## config.mk

```make
export PLATFORM = sky130hd
export DESIGN_NAME = pipe_store_buffer_flat
export DESIGN_NICKNAME = d
export VERILOG_FILES = /design/src/rtl/pipe_store_buffer_if.sv /design/src/rtl/pipe_store_buffer.sv /design/src/flat_wrapper.sv
export SDC_FILE = /design/constraint.sdc
export NUM_CORES = 1
export LEC_CHECK = 0
export CAP_MARGIN = 0
export CORE_ASPECT_RATIO = 0.7
export CORE_UTILIZATION = 45
export CTS_CLUSTER_SIZE = 16
export DETAILED_ROUTE_END_ITERATION = 8
export DONT_BUFFER_PORTS = 1
export PLACE_DENSITY = 0.65
export SYNTH_ARGS = -nofsm -noshare
export SYNTH_HDL_FRONTEND = slang
export SYNTH_SLANG_ARGS = --single-unit
```

## constraint.sdc

```tcl
create_clock -name clk -period 10.8 [get_ports clk]
set_clock_uncertainty 0.1 [all_clocks]
set_input_delay 1.62 -clock clk [delete_from_list [all_inputs] [get_ports clk]]
set_output_delay 1.62 -clock clk [all_outputs]
set_load 0.005 [all_outputs]
```

## src/rtl/pipe_store_buffer_if.sv

```systemverilog
// Bus bundle between the MEM stage, the store buffer and the single-port data memory.
// master = pipeline/memory side, slave = the store buffer itself.
interface pipe_store_buffer_if;
   logic [31:0] cpu_addr;
   logic [31:0] cpu_datain;
   logic        cpu_we;
   logic        cpu_re;
   logic [31:0] cpu_dataout;
   logic        stall;
   logic        empty;
   logic [31:0] mem_addr;
   logic [31:0] mem_datain;
   logic        mem_we;
   logic [31:0] mem_dataout;
   logic        mem_ready;

   modport master (
      output cpu_addr, cpu_datain, cpu_we, cpu_re, mem_dataout, mem_ready,
      input  cpu_dataout, stall, empty, mem_addr, mem_datain, mem_we
   );

   modport slave (
      input  cpu_addr, cpu_datain, cpu_we, cpu_re, mem_dataout, mem_ready,
      output cpu_dataout, stall, empty, mem_addr, mem_datain, mem_we
   );
endinterface

```

## src/rtl/pipe_store_buffer.sv

```systemverilog
// Word store buffer: FIFO of pending stores drained to the data memory when no load
// needs the port; loads are forwarded from the youngest matching queued store.

// Per-slot forwarding match: slot is live if it lies within count entries of head.
module psb_slot_match #(
   parameter int SLOT  = 0,
   parameter int PTR_W = 2
) (
   input  logic [PTR_W-1:0] head,
   input  logic [PTR_W:0]   count,
   input  logic [29:0]      ent_addr,
   input  logic [29:0]      key,
   output logic             hit
);
   logic [PTR_W-1:0] offset;

   assign offset = PTR_W'(SLOT) - head;
   assign hit    = ({1'b0, offset} < count) && (ent_addr == key);
endmodule

// DEPTH must be a power of two and at least 2 so the pointers wrap for free.
module pipe_store_buffer #(
   parameter int DEPTH = 4
) (
   input  logic              clk,
   input  logic              clrn,
   pipe_store_buffer_if.slave bus
);
   localparam int PTR_W = $clog2(DEPTH);
   localparam int CNT_W = PTR_W + 1;

   typedef struct packed {
      logic [29:0] addr;
      logic [31:0] data;
   } entry_t;

   entry_t           q [DEPTH];
   logic [PTR_W-1:0] head, tail;
   logic [CNT_W-1:0] count;
   logic             full, empty, push, pop;
   logic [DEPTH-1:0] hit;
   logic             fwd_hit;
   logic [31:0]      fwd_data;

   assign full      = (count == CNT_W'(DEPTH));
   assign empty     = (count == '0);
   assign bus.empty = empty;
   assign bus.stall = bus.cpu_we & full & ~pop;
   assign push      = bus.cpu_we & ~bus.stall;

   // Loads own the port; drains only use it when it would otherwise sit idle.
   always_comb begin
      pop            = 1'b0;
      bus.mem_we     = 1'b0;
      bus.mem_addr   = bus.cpu_addr;
      bus.mem_datain = '0;
      if (!bus.cpu_re && !empty && bus.mem_ready) begin
         pop            = 1'b1;
         bus.mem_we     = 1'b1;
         bus.mem_addr   = {q[head].addr, 2'b00};
         bus.mem_datain = q[head].data;
      end
   end

   always_ff @(posedge clk or negedge clrn) begin
      if (!clrn) begin
         head  <= '0;
         tail  <= '0;
         count <= '0;
      end else begin
         if (push) tail <= tail + 1'b1;
         if (pop)  head <= head + 1'b1;
         case ({push, pop})
            2'b10:   count <= count + 1'b1;
            2'b01:   count <= count - 1'b1;
            default: ;
         endcase
      end
   end

   // Entry payload needs no reset: only slots inside [head, head+count) are ever read.
   always_ff @(posedge clk) begin
      if (push) q[tail] <= '{addr: bus.cpu_addr[31:2], data: bus.cpu_datain};
   end

   for (genvar i = 0; i < DEPTH; i++) begin : g_match
      psb_slot_match #(.SLOT(i), .PTR_W(PTR_W)) u_match (
         .head     (head),
         .count    (count),
         .ent_addr (q[i].addr),
         .key      (bus.cpu_addr[31:2]),
         .hit      (hit[i])
      );
   end

   // Walk oldest to youngest so the last hit seen is the newest store to that word.
   always_comb begin
      fwd_hit  = 1'b0;
      fwd_data = '0;
      for (int k = 0; k < DEPTH; k++) begin
         automatic logic [PTR_W-1:0] slot = head + PTR_W'(k);
         if (hit[slot]) begin
            fwd_hit  = 1'b1;
            fwd_data = q[slot].data;
         end
      end
   end

   assign bus.cpu_dataout = fwd_hit ? fwd_data : bus.mem_dataout;
endmodule

```

## src/flat_wrapper.sv

```systemverilog
// flat-port wrapper written by rule: the top's interface ports become plain ports
module pipe_store_buffer_flat 
#(
   parameter int DEPTH = 4
)
  (clk, clrn, bus_cpu_addr, bus_cpu_datain, bus_cpu_we, bus_cpu_re, bus_mem_dataout, bus_mem_ready, bus_cpu_dataout, bus_stall, bus_empty, bus_mem_addr, bus_mem_datain, bus_mem_we);
  pipe_store_buffer_if bus_i ();
  input  logic clk;
  input  logic clrn;
  input wire logic [$bits(bus_i.cpu_addr)-1:0] bus_cpu_addr;
  input wire logic [$bits(bus_i.cpu_datain)-1:0] bus_cpu_datain;
  input wire logic [$bits(bus_i.cpu_we)-1:0] bus_cpu_we;
  input wire logic [$bits(bus_i.cpu_re)-1:0] bus_cpu_re;
  input wire logic [$bits(bus_i.mem_dataout)-1:0] bus_mem_dataout;
  input wire logic [$bits(bus_i.mem_ready)-1:0] bus_mem_ready;
  output wire logic [$bits(bus_i.cpu_dataout)-1:0] bus_cpu_dataout;
  output wire logic [$bits(bus_i.stall)-1:0] bus_stall;
  output wire logic [$bits(bus_i.empty)-1:0] bus_empty;
  output wire logic [$bits(bus_i.mem_addr)-1:0] bus_mem_addr;
  output wire logic [$bits(bus_i.mem_datain)-1:0] bus_mem_datain;
  output wire logic [$bits(bus_i.mem_we)-1:0] bus_mem_we;
  assign bus_i.cpu_addr = bus_cpu_addr;
  assign bus_i.cpu_datain = bus_cpu_datain;
  assign bus_i.cpu_we = bus_cpu_we;
  assign bus_i.cpu_re = bus_cpu_re;
  assign bus_i.mem_dataout = bus_mem_dataout;
  assign bus_i.mem_ready = bus_mem_ready;
  assign bus_cpu_dataout = bus_i.cpu_dataout;
  assign bus_stall = bus_i.stall;
  assign bus_empty = bus_i.empty;
  assign bus_mem_addr = bus_i.mem_addr;
  assign bus_mem_datain = bus_i.mem_datain;
  assign bus_mem_we = bus_i.mem_we;
  pipe_store_buffer #(.DEPTH(DEPTH)) u_core (.clk(clk), .clrn(clrn), .bus(bus_i));
endmodule
```

==> run summary, run 1 <==
IO Pins: 200
ANT nets after route: 0
Core area: 0.0323 mm²
Pre-CTS setup slack: 4340 ps
Layout cells sized above 1: 0.149
Int Power: 2.46 mW
Final hold violations: 0
Number of synthesized flops with an enable pin: 248
Synthesized area per cell: 12.3 µm²
Vias in the first global route: 9334
Clock Latency Late Sink: 540 ps
Synthesis-stage register bit count: 255
Sequential area share after synthesis: 0.515
Grt met1 use: 0.345
CTS H-tree depth: 1
TritonCTS clock tree: done
Unrepaired setup endpoints after global routing: no
Gr ovfl total: 0
Final period util: 0.656
Maxcap violations: 0
TritonCTS Buffers: 28
Via count: 9734
CTS resizes: 0
Area grow syn2layout: 7.28%
Port-buffer cells: 0
Die width: 219 µm
Max-slew violation count: 0
Final core occ: 0.491
Fill count: 2849
CP Launch Type: register
Reg-to-reg setup timing slack: 7350 ps
First DRT Iteration DRCs: 844
Crit path max fanout: 85
Critical Path AT: 5370 ps
DR DRC count: 0
Via density: 6.13
Setup violations, final: 0
GR peak layer: met1
Area of the multi-input gates: 0.00670 mm²
Worst-Margin Slew: 1120 ps
Yosys top cell area share: 0.503
Gate power share: 0.384
GRT Util Overall: 0.232
Routed len/inst: 24.7 µm
Die ar.: 0.0337 mm²
Largest net degree at the start of global routing: 92
Placed cells: 1535
Hold buffers post-CTS: 0
Iteration count of the initial detailed-routing pass: 5
Status: finished clean
Die H: 154 µm
Synth warn: 0
Clock power share: 0.235
GPL Wtd Cong: 0.877
Max rail drop VDD: 128 µV
Initial Util: 0.458
Area occupied by registers: 0.00763 mm²
Crit end category: output pin
Predominant post-synthesis flop cell: edfxtp_1
Met2 GRT Util: 0.325
CTS Buffer Depth: 3
PwrDens: 248 mW/mm²
Syn Nets: 1312
Final setup TNS: 0 ps
Nets: 1249
Flop pwr share: 0.381
Tmin final: 7090 ps
HP Class: register to register
First-pass GRT wire length: 58600 µm
Final cell count without fillers: 1587
Post-Syn Area: 0.0148 mm²
HPWL after detailed placement: 25200 µm
Root Buffer: clkbuf_16
Mapped Cells: 1201
Rows: 55
Cell variety after synth: 45
Initial antenna violation count: 1
Leakage: 5.80 nW
Sink Count: 255
Cell taking the most area after synthesis: edfxtp_1
Max Fclk: 0.141 GHz
M3 GR Usage: 0.0775
Switching power share of the total: 0.376
Asr flop ratio synth: 0.0275
Slew HR: 0.255
Worst-path clk slew: 60 ps
Setup Fix Bufs, Post-CTS: 0
Switching power: 1.48 mW
Top post-synthesis cells by area: edfxtp_1, mux2i_1, xor2_1
Critical path data required time: 9080 ps
Worst hold slack: 454 ps
WL final: 39300 µm
Worst Path Class, Setup: register to output pin
Minimum setup slack in the final design: 3710 ps
==> kinds of logic (layout without fill, tap and decap cells) <==
logic type                 after synthesis  in the layout  synth area share
AOI/OAI and AO/OA                      175            175            0.0923
xor gates and xnor gates               126            126            0.0745
adders and majority gates               10             10           0.00896
buffers and inverters                  118             76            0.0354
DFF                                    255            255             0.515
muxes                                  223            223             0.181
other                                    0              1                 0
and+or+nand+nor                        294            294            0.0932
==> power by group through the flow <==
stage	Combinational, mW	Clock, mW	Sequential (mW)
floorplan	1.26	0	1.40
global placement	1.49	0	1.51
detailed placement	1.51	0	1.52
CTS	1.51	0.941	1.50
global route	1.65	0.981	1.53
finish	1.51	0.927	1.50
==> routing by layer <==
metal / wire, µm / part of all wire
met1: 18100 / 0.46
met2: 16200 / 0.41
met3: 4110 / 0.10
met4: 806 / 0.021
met5: 0 / 0
==> flip-flops by register name, summed over array words and instances (netlist names) <==
register	cells
u_core.tail	2
u_core.count	3
u_core.q	248
u_core.head	2
==> worst max-delay path, cell delays in order (launching register included) <==
cell	delay (ps)
dfrtp_4	1070
nand2b_1	300
nor2b_1	260
inv_1	70
ha_1	270
nor2b_1	130
a2111oi_0	420
nand4_1	210
or2_1	340
nand4b_1	130
buf_4	430
nand3_2	310
buf_4	370
a221oi_1	300
a21oi_1	140
==> Yosys cell counts (2+ instances only) <==
library cell,n
a221oi_1,2
a22oi_1,2
nor4_1,25
nor3_1,4
a2111o_1,2
o2bb2ai_1,32
ha_1,9
xor2_1,118
buf_2,22
nor2_1,22
mux4_2,31
o21ai_0,51
inv_1,10
clkbuf_1,62
xnor2_1,8
a2111oi_0,2
buf_6,7
or3_1,2
edfxtp_1,248
dfrtp_1,7
nor2b_1,3
mux2i_1,145
and3_1,4
nand2_1,144
nand4_1,9
mux2_2,47
nand2b_1,4
a221oi_2,30
buf_1,15
a21oi_1,49
and2_1,36
nand3_1,36
==> worst paths after layout <==
| path | startpoint | end | cells after the start |
|---|---|---|---|
| max in group asynchronous | clrn | u_core.head[1] | 0 |
| setup / recovery | u_core.head[0] | bus_cpu_dataout[31] | 14 |
| hold / removal | u_core.count[1] | u_core.count[1] | 2 |
| min in group asynchronous | clrn | u_core.head[1] | 0 |
| setup reg to reg | u_core.count[0] | u_core.count[2] | 10 |
| hold reg to reg | u_core.count[1] | u_core.count[1] | 2 |
==> cells in the final DEF (no fill, tap or decap), types with 22 or more instances in the layout <==
| master | n |
|---|---|
| and2_1 | 36 |
| a21oi_1 | 49 |
| nand2_1 | 144 |
| mux4_2 | 31 |
| mux2_2 | 47 |
| edfxtp_1 | 248 |
| o21ai_0 | 51 |
| o2bb2ai_1 | 32 |
| nor4_1 | 25 |
| nor2_1 | 22 |
| nand3_1 | 35 |
| a221oi_2 | 30 |
| mux2i_1 | 145 |
| clkbuf_16 | 29 |
| xor2_1 | 118 |
==> through the flow <==
step	area (µm²)	total power, mW
after floorplan	14800	2.66
final	15900	3.94
after CTS	15900	3.96
after global routing	15900	4.17
after global placement	15000	3.01
after detailed placement	15000	3.03
==> final cells by class <==
type	count	share of cell area
diodes	1	0.000158
clock buffers	35	0.0471
clock inverters	16	0.00827
inverters	11	0.00260
multi-input cells	828	0.421
flip-flops and latches	255	0.480
well taps	427	0.0336
repair buffers	14	0.00662
Note: power is estimated with default switching activity, not from simulation.
==> inputs of run 2 (changes only) <==
==> constraint.sdc (replaced) <==
create_clock -name clk -period 6.9 [get_ports clk]
set_clock_uncertainty 0.1 [all_clocks]
set_input_delay 1.035 -clock clk [delete_from_list [all_inputs] [get_ports clk]]
set_output_delay 1.035 -clock clk [all_outputs]
set_load 0.005 [all_outputs]
==> run 2 against run 1 <==
  * Global-route usage shrank 0.77 points
  * Die area stayed put
  * First-iteration DRC count decreased by 8.1%
  * Utilization increased by 0.29 points
  * Sequential share of layout area fell by 0.28 points
  * Sequential cell count did not move
  * Combinational power up 64%
  * Wire length decreased by 2.6%
  * Worst setup slack got worse by 2700 ps
  * Sequential power grew 49%
  * Critical path depth is 1 lower
  * Clock-buffer cell count grew 5
==> run summary, run 2 (synthesis gave the netlist of run 1 again) <==
Final period util: 0.860
HPWL after detailed placement: 25400 µm (+0.69%)
Layout cells sized above 1: 0.152 (+0.00233)
Initial Util: 0.458 (unchanged)
Worst-Margin Slew: 1070 ps (-51.6 ps)
Unrepaired setup endpoints after global routing: no
Int Power: 3.98 mW (+62%)
FF-to-FF path depth: 8 (-2)
Critical R2R Launch: u_core.count[0]
Rows: 55 (unchanged)
Pre-CTS setup slack: 1590 ps (-2750 ps)
Power Total: 6.29 mW (+59%)
Via density: 6.00 (-2.1%)
Gr ovfl total: 0 (unchanged)
Crit path capture: bus_cpu_dataout[28]
Crit end category: output pin
CTS resizes: 0 (unchanged)
Slowest stage delay, CP: 750 ps (-320 ps)
Largest net degree at the start of global routing: 146 (+59%)
Critical path data required time: 5760 ps (-3320 ps)
Die width: 219 µm (unchanged)
Largest registers: u_core.q x248, u_core.count x3
Root Buffer: clkbuf_16
Final setup TNS: 0 ps (unchanged)
DR DRC count: 0 (unchanged)
GPL Wtd Cong: 0.876 (-0.15%)
Sink Count: 255 (unchanged)
CP Cell Sequence: nand2b_1, nor2b_1, inv_1, ha_1, nor2b_1, a2111oi_0, nand4_1, or2_1, and2_1, mux4_2, buf_4, a221oi_2, a21oi_1
Clock Latency Late Sink: 550 ps (about the same)
Setup violations, final: 0 (unchanged)
Die ar.: 0.0337 mm² (unchanged)
Critical path startpoint: u_core.head[1]
GRT Util Overall: 0.225 (-0.00768)
Clock power share: 0.252 (+0.017)
Leakage: 5.85 nW (+0.90%)
CTS H-tree depth: 1 (unchanged)
WL final: 38300 µm (-2.6%)
Switching power share of the total: 0.367 (-0.00906)
TritonCTS clock tree: done
Vias in the first global route: 9088 (-2.6%)
Top reg by flops: u_core.q
Critical Path AT: 4800 ps (-570 ps)
Die H: 154 µm (unchanged)
Max Fclk: 0.169 GHz
First DRT Iteration DRCs: 776 (-8.1%)
Hold buffers post-CTS: 0 (unchanged)
Area occupied by registers: 0.00763 mm² (unchanged)
Setup Fix Bufs, Post-CTS: 0 (unchanged)
Status: finished clean
Tmin final: 5930 ps
IO Pins: 200 (unchanged)
Port-buffer cells: 0 (unchanged)
Slew HR: 0.290 (+0.0344)
Iteration count of the initial detailed-routing pass: 5 (unchanged)
HP Class: input pin to async pin
Routed len/inst: 24.1 µm (-2.7%)
Reg-to-reg setup timing slack: 3150 ps (-4200 ps)
Max-slew violation count: 0 (unchanged)
Fill count: 2787 (-2.2%)
Commonest non-fill, non-tap cells in the layout: edfxtp_1, mux2i_1, nand2_1
Placed inst area: 0.0150 mm² (+0.13%)
Critical R2R Capture: u_core.count[1]
PwrDens: 394 mW/mm² (+59%)
Max rail drop VDD: 291 µV (+130%)
Minimum setup slack in the final design: 967 ps (-2740 ps)
Final hold violations: 0 (unchanged)
Max reg flops: 248 (unchanged)
Worst Path Class, Setup: register to output pin
Area grow syn2layout: 7.92%
Worst-path clk slew: 70 ps (about the same)
Nets: 1250 (+0.080%)
Via count: 9535 (-2.0%)
Worst hold slack: 67.7 ps (-386 ps)
CTS Buffer Depth: 3 (unchanged)
Initial antenna violation count: 0 (-1)
Core area: 0.0323 mm² (unchanged)
ANT cells: 0 (-1)
Cell area after layout: 0.0160 mm² (+0.59%)
CP max stage cell: mux4_2
Most common cell after layout, fill and taps aside: edfxtp_1
First-pass GRT wire length: 56800 µm (-3.0%)
TritonCTS Buffers: 28 (unchanged)
CP dominant cell by count: nor2b_1
Crit path max fanout: 23 (-73%)
Area of the multi-input gates: 0.00670 mm² (unchanged)
CP Launch Type: register
Gate power share: 0.393 (+0.009)
Maxcap violations: 0 (unchanged)
Switching power: 2.31 mW (+56%)
ANT nets after route: 0 (unchanged)
Flop pwr share: 0.355 (-0.026)
[run 2: cell count changes in the layout (fill, tap and decap cells not counted)]
cell	previous run	this run
diode_2	1	0
buf_12	0	1
bufinv_16	2	5
clkinv_1	8	2
clkbuf_1	6	11
clkinv_2	3	4
clkinvlp_4	2	0
[run 2: power groups by stage]
stage / Sequential (mW) / Combinational [mW] / Clock, mW
final: 2.23 / 2.47 / 1.58
after global routing: 2.27 / 2.70 / 1.65
after CTS: 2.23 / 2.48 / 1.60
after detailed placement: 2.26 / 2.47 / 0
after global placement: 2.25 / 2.45 / 0
after floorplan: 2.19 / 1.97 / 0
[run 2: critical path: cells and delay by family, from the launching register on]
| kind | cells | cell delay (ps) |
|---|---|---|
| AO/OA/AOI/OAI | 3 | 820 |
| AND/OR/NAND/NOR | 6 | 1300 |
| buffers and inverters | 2 | 420 |
| flip-flops | 1 | 670 |
| multiplexers | 1 | 750 |
| adder cells (fa/ha/maj) | 1 | 260 |
[run 2: area by class of cell]
cell class,instances,area share
clock buffer,40,0.0480
tap,427,0.0334
inverter,11,0.00258
timing repair buffer,15,0.00783
clock inverter,12,0.0118
multi-input combinational,828,0.419
sequential,255,0.477
[run 2: how the worst min path moves through the flow]
stage                    startpoint  slack (ps)  cells after the start               to
finish                         clrn          70                      0   u_core.head[1]
floorplan           u_core.count[1]         390                      2  u_core.count[1]
global placement    u_core.count[1]         430                      2  u_core.count[1]
detailed placement  u_core.count[1]         440                      2  u_core.count[1]
CTS                            clrn          40                      0   u_core.head[1]
global route                   clrn          50                      0   u_core.head[1]
[run 2: stage by stage]
stage                     utilization  cells
final                           0.494   1588
after global routing            0.494   1588
after CTS                       0.494   1588
after detailed placement        0.465   1536
after global placement          0.465   1536
after floorplan                     -   1201
[run 2: per-layer routing]
layer	routed length (µm)	part of all wire	global-route usage	vias up
li1	-	-	-	4369
met1	18100	0.47	0.346	4717
met2	16000	0.42	0.318	403
met3	3590	0.094	0.0586	46
met4	646	0.017	0.0390	0
met5	0	0	0	-
==> inputs of run 3 (changes only) <==
--- a/config.mk
+++ b/config.mk
@@ -7,6 +7,7 @@
 export LEC_CHECK = 0
 export CAP_MARGIN = 0
 export CORE_ASPECT_RATIO = 0.7
+export CORE_MARGIN = 8
 export CORE_UTILIZATION = 45
 export CTS_CLUSTER_SIZE = 16
 export DETAILED_ROUTE_END_ITERATION = 8
@@ -14,4 +15,5 @@
 export PLACE_DENSITY = 0.65
 export SYNTH_ARGS = -nofsm -noshare
 export SYNTH_HDL_FRONTEND = slang
+export SYNTH_HIERARCHICAL = 1
 export SYNTH_SLANG_ARGS = --single-unit
==> run 3 against run 2 <==
  * Sequential cell count unchanged
  * Utilization barely moved
  * Non-clock buffer count is the same
  * Sequential share of layout area is 0.13 points higher
  * Global-route usage decreased by 3.3 points
  * Area after synthesis down 0.40%
==> run summary, run 3 <==
GRT Util Overall: 0.191 (-0.0335)
Top post-synthesis cells by area: edfxtp_1, mux4_2, mux2i_1
Minimum setup slack in the final design: 1390 ps (+420 ps)
Mapped Cells: 1136 (-5.4%)
Final setup TNS: 0 ps (unchanged)
Port-buffer cells: 0 (unchanged)
Setup violations, final: 0 (unchanged)
Initial Util: 0.457 (-0.000846)
Area grow syn2layout: 8.05%
Largest registers: u_core/q x248, u_core/count x3
Synthesized area per cell: 13.0 µm² (+5.3%)
CTS resizes: 0 (unchanged)
Max-slew violation count: 0 (unchanged)
HP Class: input pin to async pin
Maxcap violations: 0 (unchanged)
First-pass GRT wire length: 58200 µm (+2.5%)
Int Power: 3.93 mW (-1.3%)
Flop pwr share: 0.392 (+0.037)
Die H: 167 µm (+8.9%)
Routed len/inst: 24.8 µm (+3.1%)
Crit end category: output pin
Die ar.: 0.0389 mm² (+16%)
GPL Wtd Cong: 0.791 (-9.8%)
Sequential area share after synthesis: 0.517 (+0.00205)
Crit path max fanout: 36 (+57%)
IO Pins: 200 (unchanged)
PwrDens: 370 mW/mm² (-5.9%)
Nets: 1217 (-2.6%)
ANT nets after route: 0 (unchanged)
TritonCTS Buffers: 27 (-3.6%)
Pre-CTS setup slack: 1540 ps (-47.1 ps)
Critical Path AT: 4380 ps (-420 ps)
Unrepaired setup endpoints after global routing: no
Layout cells sized above 1: 0.153 (+0.00178)
Critical R2R Launch: u_core/head[0]
TritonCTS clock tree: done
Sink Count: 255 (unchanged)
Fill count: 2792 (+0.18%)
Clock Latency Late Sink: 530 ps (-20 ps)
Critical R2R Capture: u_core/head[1]
Via density: 6.12 (+1.9%)
Synthesis-stage register bit count: 255 (unchanged)
Final hold violations: 0 (unchanged)
Asr flop ratio synth: 0.0275 (unchanged)
WL final: 38600 µm (+0.96%)
Clock power share: 0.256 (+0.004)
Cell taking the most area after synthesis: edfxtp_1
ANT cells: 0 (unchanged)
Setup Fix Bufs, Post-CTS: 0 (unchanged)
Initial antenna violation count: 2 (+2)
Slew HR: 0.199 (-0.0908)
CTS Buffer Depth: 3 (unchanged)
Crit path capture: bus_cpu_dataout[21]
Yosys top cell area share: 0.505 (+0.00200)
Worst Path Class, Setup: register to output pin
CP Launch Type: register
CTS H-tree depth: 1 (unchanged)
Critical path startpoint: u_core/head[0]
Syn Nets: 1246 (-5.0%)
Cell variety after synth: 38 (-16%)
HPWL after detailed placement: 24900 µm (-2.0%)
Via count: 9514 (-0.22%)
Most frequent cells after synthesis: edfxtp_1, nand2_1, mux2i_1
Number of synthesized flops with an enable pin: 248 (unchanged)
Leakage: 5.65 nW (-3.5%)
Iteration count of the initial detailed-routing pass: 6 (+1)
Post-Syn Area: 0.0148 mm² (-0.40%)
Root Buffer: clkbuf_16
Die width: 232 µm (+6.2%)
Switching power: 1.97 mW (-15%)
Status: finished clean
Max rail drop VDD: 241 µV (-17%)
Max reg flops: 248 (unchanged)
Vias in the first global route: 9308 (+2.4%)
Core area: 0.0323 mm² (-0.21%)
Gr ovfl total: 0 (unchanged)
Commonest non-fill, non-tap cells in the layout: edfxtp_1, nand2_1, mux2i_1
Gate power share: 0.352 (-0.041)
Reg-to-reg setup timing slack: 3980 ps (+830 ps)
First DRT Iteration DRCs: 889 (+15%)
Critical path data required time: 5760 ps (about the same)
Tmin final: 5510 ps (-420 ps)
Final period util: 0.799 (-0.0609)
Predominant post-synthesis flop cell: edfxtp_1
Rows: 55 (unchanged)
Worst-path clk slew: 60 ps (about the same)
Largest net degree at the start of global routing: 76 (-48%)
Worst-Margin Slew: 1200 ps (+136 ps)
Switching power share of the total: 0.333 (-0.0332)
FF-to-FF path depth: 4 (-4)
Hold buffers post-CTS: 0 (unchanged)
Power Total: 5.90 mW (-6.2%)
DR DRC count: 0 (unchanged)
Most common cell after layout, fill and taps aside: edfxtp_1
Max Fclk: 0.181 GHz (+7.6%)
Synth warn: 6 (+6)
Top reg by flops: u_core/q
Worst hold slack: 93.0 ps (+25.4 ps)
Most frequent cell after synthesis: edfxtp_1
==> run 3: cell types whose count changed after synthesis, moves of 32 or more <==
cell       delta
o21ai_0      -50
nand2_1      +48
a21oi_1      -45
clkbuf_1     -42
mux4_2       +34
nand3_1      -32
o2111ai_1    +32
o22ai_1      +32
o2bb2ai_1    -32
==> run 3: how the worst min path moves through the flow <==
stage / start / end / depth (start not counted)
floorplan: u_core/count[2] / u_core/count[2] / 1
global placement: u_core/tail[0] / u_core/tail[0] / 2
detailed placement: u_core/tail[0] / u_core/tail[0] / 2
CTS: clrn / u_core/head[0] / 0
global route: clrn / u_core/head[0] / 0
finish: clrn / u_core/count[2] / 0
==> run 3: logic make-up (layout without fill, tap and decap cells) <==
family                   Yosys count  after routing  synth area share
AND/OR/NAND/NOR                  322            322             0.101
flip-flops                       255            255             0.517
multiplexers                     229            229             0.213
XOR/XNOR                         127            127            0.0754
AO/OA/AOI/OAI                    109            109            0.0546
buffers and inverters             85             77            0.0308
adder cells (fa/ha/maj)            9              9           0.00814
==> run 3: per-stage QoR <==
| step | utilization | instances | instance area, µm² |
|---|---|---|---|
| floorplan | - | 1136 | 14800 |
| global placement | 0.466 | 1505 | 15000 |
| detailed placement | 0.466 | 1505 | 15000 |
| CTS | 0.494 | 1555 | 15900 |
| global route | 0.494 | 1555 | 15900 |
| finish | 0.494 | 1555 | 15900 |
==> run 3: per-layer routing <==
metal / up-vias / share of wire / track usage
li1: 4288 / - / -
met1: 4798 / 0.45 / 0.276
met2: 375 / 0.45 / 0.294
met3: 53 / 0.080 / 0.0420
met4: 0 / 0.018 / 0.0377
met5: - / 0 / 0
==> run 3: power by group through the flow <==
stage	Clock (mW)	Sequential (mW)	Combinational, mW
after CTS	1.55	2.32	2.10
after floorplan	0	2.24	1.76
final	1.51	2.32	2.08
after global routing	1.60	2.35	2.25
after global placement	0	2.33	2.06
after detailed placement	0	2.35	2.09
==> run 3: cell type report <==
cell class	instances	area, µm²	area share
repair buffers	15	113	0.00707
multi-input cells	796	6710	0.421
flip-flops and latches	255	7630	0.479
clock inverters	18	214	0.0134
well taps	427	534	0.0335
inverters	12	45.0	0.00283
clock buffers	32	694	0.0436
==> run 3: critical path: stages (launching register included) <==
cell and delay, ps:
dfrtp_4 790, xnor2_1 180, ha_1 250, a21oi_1 150, o211ai_1 190, nor3_2 530
or3b_1 450, a21oi_4 370, buf_4 450, a22oi_1 180, and3_1 270
